--- src/rtl/musa_prog_loader_if.sv ---
// ---------------------------------------------------------------------------
// musa_prog_loader_if
//   Bundles the byte-stream handshake and the memory write port of the MUSA
//   program loader.
//
//   Stream side : in_data, in_valid (from the byte source), in_ready (back).
//   Memory side : mem_we, mem_sel, mem_addr, mem_wdata (towards dataPath).
//
//   Modports
//     slave  - the loader: consumes the byte stream, drives the write port.
//     master - the byte source / observer: drives the stream, watches writes.
// ---------------------------------------------------------------------------
interface musa_prog_loader_if #(
  parameter int DATA_WIDTH = 32,
  parameter int ADDR_WIDTH = 10
);
  logic [7:0]            in_data;
  logic                  in_valid;
  logic                  in_ready;
  logic                  mem_we;
  logic                  mem_sel;
  logic [ADDR_WIDTH-1:0] mem_addr;
  logic [DATA_WIDTH-1:0] mem_wdata;

  modport slave (
    input  in_data,
    input  in_valid,
    output in_ready,
    output mem_we,
    output mem_sel,
    output mem_addr,
    output mem_wdata
  );

  modport master (
    output in_data,
    output in_valid,
    input  in_ready,
    input  mem_we,
    input  mem_sel,
    input  mem_addr,
    input  mem_wdata
  );
endinterface

--- src/rtl/musa_prog_loader.sv ---
// ---------------------------------------------------------------------------
// musa_prog_loader
//   Receives a framed byte stream and writes 32-bit words into the MUSA
//   instruction or data memory, holding the core in reset until a frame with
//   a good checksum has been loaded.
//
//   Frame: 0xA5, target (0x00 imem / 0x01 dmem), count_lo, count_hi,
//          count*4 payload bytes (little-endian per word), XOR checksum.
//
//   Ports
//     clk            system clock
//     rst            synchronous active-high reset
//     bus            stream + memory write port (slave modport)
//     core_rst_hold  high while the core must stay in reset
//     done           last frame loaded with a good checksum
//     error          last frame rejected
// ---------------------------------------------------------------------------
module musa_prog_loader #(
  parameter int DATA_WIDTH = 32,
  parameter int ADDR_WIDTH = 10
) (
  input  logic              clk,
  input  logic              rst,
  musa_prog_loader_if.slave bus,
  output logic              core_rst_hold,
  output logic              done,
  output logic              error
);

  localparam logic [7:0]  HDR_BYTE  = 8'hA5;
  localparam logic [7:0]  TGT_IMEM  = 8'h00;
  localparam logic [7:0]  TGT_DMEM  = 8'h01;
  // Largest legal word count; compared one bit wider so 2^ADDR_WIDTH fits.
  localparam logic [16:0] MAX_COUNT = 17'd1 << ADDR_WIDTH;

  typedef enum logic [2:0] {
    ST_IDLE   = 3'd0,
    ST_TARGET = 3'd1,
    ST_CNT_LO = 3'd2,
    ST_CNT_HI = 3'd3,
    ST_DATA   = 3'd4,
    ST_CHECK  = 3'd5,
    ST_DONE   = 3'd6,
    ST_ERROR  = 3'd7
  } state_t;

  // Running payload checksum step.
  function automatic logic [7:0] csum_update(input logic [7:0] acc,
                                             input logic [7:0] data);
    return acc ^ data;
  endfunction

  state_t                state_r,     state_s;
  logic                  in_ready_r,  in_ready_s;
  logic                  mem_we_r,    mem_we_s;
  logic                  mem_sel_r,   mem_sel_s;
  logic [ADDR_WIDTH-1:0] mem_addr_r,  mem_addr_s;
  logic [DATA_WIDTH-1:0] mem_wdata_r, mem_wdata_s;
  logic                  hold_r,      hold_s;
  logic                  done_r,      done_s;
  logic                  error_r,     error_s;
  logic [7:0]            cnt_lo_r,    cnt_lo_s;
  logic [ADDR_WIDTH-1:0] last_idx_r,  last_idx_s;
  logic [ADDR_WIDTH-1:0] word_idx_r,  word_idx_s;
  logic [1:0]            byte_idx_r,  byte_idx_s;
  logic [23:0]           word_buf_r,  word_buf_s;
  logic [7:0]            csum_r,      csum_s;

  logic                  accept_s;
  logic [15:0]           count_s;

  // A byte is consumed whenever the source offers one and we advertise ready.
  assign accept_s = bus.in_valid & in_ready_r;
  // Full word count as seen while the high count byte is on the bus.
  assign count_s  = {bus.in_data, cnt_lo_r};

  // Next-state and next-output logic for the frame parser.
  always_comb begin
    state_s     = state_r;
    in_ready_s  = 1'b1;
    mem_we_s    = 1'b0;
    mem_sel_s   = mem_sel_r;
    mem_addr_s  = mem_addr_r;
    mem_wdata_s = mem_wdata_r;
    hold_s      = hold_r;
    done_s      = done_r;
    error_s     = error_r;
    cnt_lo_s    = cnt_lo_r;
    last_idx_s  = last_idx_r;
    word_idx_s  = word_idx_r;
    byte_idx_s  = byte_idx_r;
    word_buf_s  = word_buf_r;
    csum_s      = csum_r;

    if (accept_s) begin
      case (state_r)
        ST_IDLE: begin
          if (bus.in_data == HDR_BYTE) begin
            state_s = ST_TARGET;
            csum_s  = 8'h00;
          end else begin
            state_s = ST_IDLE;
          end
        end

        ST_TARGET: begin
          if ((bus.in_data == TGT_IMEM) || (bus.in_data == TGT_DMEM)) begin
            mem_sel_s = bus.in_data[0];
            state_s   = ST_CNT_LO;
          end else begin
            state_s = ST_ERROR;
            error_s = 1'b1;
            hold_s  = 1'b1;
          end
        end

        ST_CNT_LO: begin
          cnt_lo_s = bus.in_data;
          state_s  = ST_CNT_HI;
        end

        ST_CNT_HI: begin
          // Oversized frames are rejected here, before any write can wrap.
          if ({1'b0, count_s} > MAX_COUNT) begin
            state_s = ST_ERROR;
            error_s = 1'b1;
            hold_s  = 1'b1;
          end else if (count_s == 16'd0) begin
            state_s = ST_CHECK;
            csum_s  = 8'h00;
          end else begin
            state_s    = ST_DATA;
            last_idx_s = ADDR_WIDTH'(count_s - 16'd1);
            word_idx_s = '0;
            byte_idx_s = 2'd0;
            word_buf_s = 24'h000000;
            csum_s     = 8'h00;
          end
        end

        ST_DATA: begin
          // Every payload byte (0xA5 included) is data here, never a resync.
          csum_s     = csum_update(csum_r, bus.in_data);
          byte_idx_s = byte_idx_r + 2'd1;
          case (byte_idx_r)
            2'd0: word_buf_s[7:0]   = bus.in_data;
            2'd1: word_buf_s[15:8]  = bus.in_data;
            2'd2: word_buf_s[23:16] = bus.in_data;
            2'd3: begin
              // Fourth lane completes the word; the strobe is registered so
              // it appears in the cycle right after this accepting edge.
              mem_we_s    = 1'b1;
              mem_addr_s  = word_idx_r;
              mem_wdata_s = DATA_WIDTH'({bus.in_data, word_buf_r});
              if (word_idx_r == last_idx_r) begin
                state_s = ST_CHECK;
              end else begin
                word_idx_s = word_idx_r + ADDR_WIDTH'(1'b1);
              end
            end
            default: byte_idx_s = 2'd0;
          endcase
        end

        ST_CHECK: begin
          if (bus.in_data == csum_r) begin
            state_s = ST_DONE;
            done_s  = 1'b1;
            hold_s  = 1'b0;
          end else begin
            state_s = ST_ERROR;
            error_s = 1'b1;
            hold_s  = 1'b1;
          end
        end

        ST_DONE: begin
          // A new header re-arms the core reset before any new write lands.
          if (bus.in_data == HDR_BYTE) begin
            state_s = ST_TARGET;
            done_s  = 1'b0;
            hold_s  = 1'b1;
            csum_s  = 8'h00;
          end else begin
            state_s = ST_DONE;
          end
        end

        ST_ERROR: begin
          if (bus.in_data == HDR_BYTE) begin
            state_s = ST_TARGET;
            error_s = 1'b0;
            csum_s  = 8'h00;
          end else begin
            state_s = ST_ERROR;
          end
        end

        default: begin
          state_s = ST_IDLE;
        end
      endcase
    end else begin
      // No byte this cycle: everything holds, only the strobe drops.
      state_s = state_r;
    end
  end

  // State and output registers; reset discards any partial frame.
  always_ff @(posedge clk) begin
    if (rst) begin
      state_r     <= ST_IDLE;
      in_ready_r  <= 1'b0;
      mem_we_r    <= 1'b0;
      mem_sel_r   <= 1'b0;
      mem_addr_r  <= '0;
      mem_wdata_r <= '0;
      hold_r      <= 1'b1;
      done_r      <= 1'b0;
      error_r     <= 1'b0;
      cnt_lo_r    <= 8'h00;
      last_idx_r  <= '0;
      word_idx_r  <= '0;
      byte_idx_r  <= 2'd0;
      word_buf_r  <= 24'h000000;
      csum_r      <= 8'h00;
    end else begin
      state_r     <= state_s;
      in_ready_r  <= in_ready_s;
      mem_we_r    <= mem_we_s;
      mem_sel_r   <= mem_sel_s;
      mem_addr_r  <= mem_addr_s;
      mem_wdata_r <= mem_wdata_s;
      hold_r      <= hold_s;
      done_r      <= done_s;
      error_r     <= error_s;
      cnt_lo_r    <= cnt_lo_s;
      last_idx_r  <= last_idx_s;
      word_idx_r  <= word_idx_s;
      byte_idx_r  <= byte_idx_s;
      word_buf_r  <= word_buf_s;
      csum_r      <= csum_s;
    end
  end

  assign bus.in_ready   = in_ready_r;
  assign bus.mem_we     = mem_we_r;
  assign bus.mem_sel    = mem_sel_r;
  assign bus.mem_addr   = mem_addr_r;
  assign bus.mem_wdata  = mem_wdata_r;
  assign core_rst_hold  = hold_r;
  assign done           = done_r;
  assign error          = error_r;

endmodule

--- src/flat_wrapper.sv ---
// flat-port wrapper written by rule: the top's interface ports become plain ports
module musa_prog_loader_flat 
#(
  parameter int DATA_WIDTH = 32,
  parameter int ADDR_WIDTH = 10
)
  (clk, rst, core_rst_hold, done, error, bus_in_data, bus_in_valid, bus_in_ready, bus_mem_we, bus_mem_sel, bus_mem_addr, bus_mem_wdata);
  musa_prog_loader_if #(.DATA_WIDTH(DATA_WIDTH), .ADDR_WIDTH(ADDR_WIDTH)) bus_i ();
  input  logic clk;
  input  logic rst;
  output logic core_rst_hold;
  output logic done;
  output logic error;
  input wire logic [$bits(bus_i.in_data)-1:0] bus_in_data;
  input wire logic [$bits(bus_i.in_valid)-1:0] bus_in_valid;
  output wire logic [$bits(bus_i.in_ready)-1:0] bus_in_ready;
  output wire logic [$bits(bus_i.mem_we)-1:0] bus_mem_we;
  output wire logic [$bits(bus_i.mem_sel)-1:0] bus_mem_sel;
  output wire logic [$bits(bus_i.mem_addr)-1:0] bus_mem_addr;
  output wire logic [$bits(bus_i.mem_wdata)-1:0] bus_mem_wdata;
  assign bus_i.in_data = bus_in_data;
  assign bus_i.in_valid = bus_in_valid;
  assign bus_in_ready = bus_i.in_ready;
  assign bus_mem_we = bus_i.mem_we;
  assign bus_mem_sel = bus_i.mem_sel;
  assign bus_mem_addr = bus_i.mem_addr;
  assign bus_mem_wdata = bus_i.mem_wdata;
  musa_prog_loader #(.DATA_WIDTH(DATA_WIDTH), .ADDR_WIDTH(ADDR_WIDTH)) u_core (.clk(clk), .rst(rst), .bus(bus_i), .core_rst_hold(core_rst_hold), .done(done), .error(error));
endmodule
--- config.mk ---
export PLATFORM = sky130hd
export DESIGN_NAME = musa_prog_loader_flat
export DESIGN_NICKNAME = d
export VERILOG_FILES = /design/src/rtl/musa_prog_loader_if.sv /design/src/rtl/musa_prog_loader.sv /design/src/flat_wrapper.sv
export SDC_FILE = /design/constraint.sdc
export NUM_CORES = 1
export LEC_CHECK = 0
export BUFFER_PORTS_ARGS = -buffer_cell sky130_fd_sc_hd__clkbuf_2
export CELL_PAD_IN_SITES_DETAIL_PLACEMENT = 0
export CELL_PAD_IN_SITES_GLOBAL_PLACEMENT = 1
export CORE_MARGIN = 3
export CORE_UTILIZATION = 30
export DETAILED_ROUTE_END_ITERATION = 10
export PLACE_DENSITY_LB_ADDON = 0.1
export SYNTH_ARGS = -nofsm -noshare
export SYNTH_HDL_FRONTEND = slang
export SYNTH_SLANG_ARGS = --single-unit
--- constraint.sdc ---
create_clock -name clk -period 5.2 [get_ports clk]
set_input_delay 0.78 -clock clk [delete_from_list [all_inputs] [get_ports clk]]
set_output_delay 0.78 -clock clk [all_outputs]
set_load 0.005 [all_outputs]
==> qor.yml <==
placed_design:
  hpwl_mm: 10.4
  place.gp.congestion: 0.787
  numPortBuffers: 58
  place_area_sq_mm: 0.00575
  dp.cells: 882
synth:
  yosysTopAreaCellShare_pct: 42.3
  yosys-top-cells-area: "dfxtp_1, a21oi_1, nand2_1, xor2_1, clkbuf_1"
  syn_area_sq_mm: 0.00535
  synth_cell_type_count: 56
  syn_nets: 662
  synth_ff_type: "dfxtp_1"
  async_reset_ff_share_pct: 0
  yosys_warnings: 0
  avgSynthCellArea_sq_um: 8.31
  synth_commonest_cells: "nand2_1, dfxtp_1, a21oi_1"
  seq_area_frac_synth_pct: 42.3
  synth_cells: 644
  synth_top_area_cell: "dfxtp_1"
  synth_enable_flop_cells: 0
  yosysMostFrequentCell: "nand2_1"
  synth-seq-cells: 113
cells_and_area:
  fin_nets: 694
  stdcell_count: 911
  num_antenna_cells: 0
  area_growth_pct: 18.2
  design_area_sq_mm: 0.00632
  drive_gt1_share_pct: 15.0
clock_tree:
  insertion_delay_ps: 420
  cts_tree: "done"
  post_cts_resized: 0
  path_clk_slew_ps: 60
  postCtsHoldBufs: 0
  postCtsSetupBuffers: 0
  cts.sinks: 113
  cts-root-buf: "clkbuf_16"
  htreeDepth: 4
  clockBufferDepth: 2
  cts_buffers: 17
die:
  top_level_ports: 59
  rows: 48
  initial_core_util_pct: 30.8
  dieArea_sq_mm: 0.0195
  fp.dieH_microns: 140
  coreArea_sq_mm: 0.0174
  die_w_microns: 140
critical_path:
  timing.critical_path.buf_inv: 1
  crit_fanout: 22
  cp.required_ps: 5540
  arrival_ps: 3250
  crit_family: "simple AND/OR/NAND/NOR gates"
  critPathLaunchType: "input port"
  crit_path_cell_trace: "clkbuf_2 -> or4b_1 -> o31ai_4 -> nand4_4 -> a2111o_1 -> o21ai_1"
  end_kind: "register"
  worst_path_max_delay_cell: "or4b_1"
  critical_path_class: "input port to register"
  slowest_delay_ps: 760
global_routing:
  grtUsageTotal_pct: 16.3
  antenna_found_initial: 0
  first_global_vias: 4723
  grt_first_pass_wirelength_mm: 25.5
  gr-total-overflow: 0
  grt_max_degree: 54
route:
  drt_wl_total_mm: 15.7
  viasPerCell: 5.26
  drt_first_pass_iters: 4
  drc_errors: 0
  ant_nets: 0
  wl_per_cell_microns: 17.2
  drtIter0Drc: 233
  vias: 4788
power_and_ir_drop:
  power_leakage_nw: 2.26
  p_total_mw: 2.12
  powerDensity_mw_per_mm2: 335
  peakVddDrop_mv: 0.220
timing:
  fin_crit_sh_pct: 55.9
  setup-tns-final_ps: 0
  relSlewSlack_pct: 34.5
  rsz0062_at_grt: "false"
  slew_violations: 0
  setup_viol: 0
  hold_slack_ps: 450
  worstMarginPinSlew_ps: 980
  finClkSkew_ps: 15.9
  hold_viol: 0
  finalCriticalPeriod_ps: 2910
  fmax_ghz: 0.344
hold_path:
  hp-class: "register to register"
flow_run:
  cap_violations: 0
status:
  status: "finished clean"
## final cells by class
class / instances / area, sq um
sequential: 113 / 2260
fill: 1840 / 11000
timing repair buffer: 63 / 328
multi-input combinational: 468 / 2830
tap: 225 / 282
clock inverter: 6 / 108
clock buffer: 23 / 468
inverter: 13 / 48.8
## flip-flops by register name (all words and copies together), names as in the netlist, 2 cells and up
register	cells
u_core.byte_idx_r	2
u_core.csum_r	8
u_core.bus.mem_wdata	32
u_core.cnt_lo_r	8
u_core.word_idx_r	10
u_core.state_r	3
u_core.word_buf_r	24
u_core.bus.mem_addr	10
u_core.last_idx_r	10
## power breakdown
group | internal (mW) | total, mW | switching, mW
clock | 0.767 | 1.15 | 0.382
sequential | 0.870 | 0.876 | 0.00621
combinational | 0.0223 | 0.0915 | 0.0692
## routing by layer
metal,global-route usage [%],part of all wire (%)
met5,0,0
met4,4.63,0.43
met3,4.05,4.2
met2,26.2,47
met1,21.8,49
## worst min-delay path, cell delays in order, from the launching register on
cell and delay (ps):
dfxtp_1 310, inv_1 50, a21oi_1 50
## layout by cell type (no fill, tap or decap), drive strengths merged, types with 6 or more instances in the layout
| master | n |
|---|---|
| a21oi | 91 |
| mux2i | 10 |
| nand3 | 15 |
| nand2 | 117 |
| a311oi | 9 |
| nor3b | 10 |
| a22o | 8 |
| clkbuf | 80 |
| nor2b | 10 |
| nand4 | 24 |
| o211ai | 6 |
| nor2 | 20 |
| inv | 12 |
| nor3 | 8 |
| and3 | 7 |
| nor4 | 9 |
| o21ai | 36 |
| dfxtp | 113 |
| buf | 6 |
| xor2 | 19 |
| ha | 7 |
## logic make-up after synthesis
group	count (synthesis)	synth area share, %
compound gates	189	22.5
mux	10	1.87
xor+xnor	23	3.77
flops	113	42.3
fa+ha+maj	7	1.64
buf+inv	63	5.03
simple gates	239	22.9
## stage by stage
| stage | setup slack, ps | utilization [%] |
|---|---|---|
| final | 2290 | 36.4 |
| after global routing | 2040 | 36.4 |
| after CTS | 2300 | 36.4 |
| after detailed placement | 1880 | 33.1 |
| after global placement | 1960 | 33.1 |
| after floorplan | 2560 | - |
## final timing paths
| path | endpoint | start | slack [ps] | depth (start not counted) |
|---|---|---|---|---|
| worst max register to register | u_core.bus.mem_addr[6]$_SDFFE_PP0P_ | u_core.state_r[2]$_SDFFE_PP0P_ | 2320 | 6 |
| worst min register to register | u_core.error$_SDFFE_PP0P_ | u_core.error$_SDFFE_PP0P_ | 450 | 2 |
| worst min-delay path | u_core.error$_SDFFE_PP0P_ | u_core.error$_SDFFE_PP0P_ | 450 | 2 |
| worst max-delay path | u_core.word_idx_r[3]$_SDFFE_PP0P_ | bus_in_data[0] | 2290 | 6 |
Power figures use the tool's default switching activity.
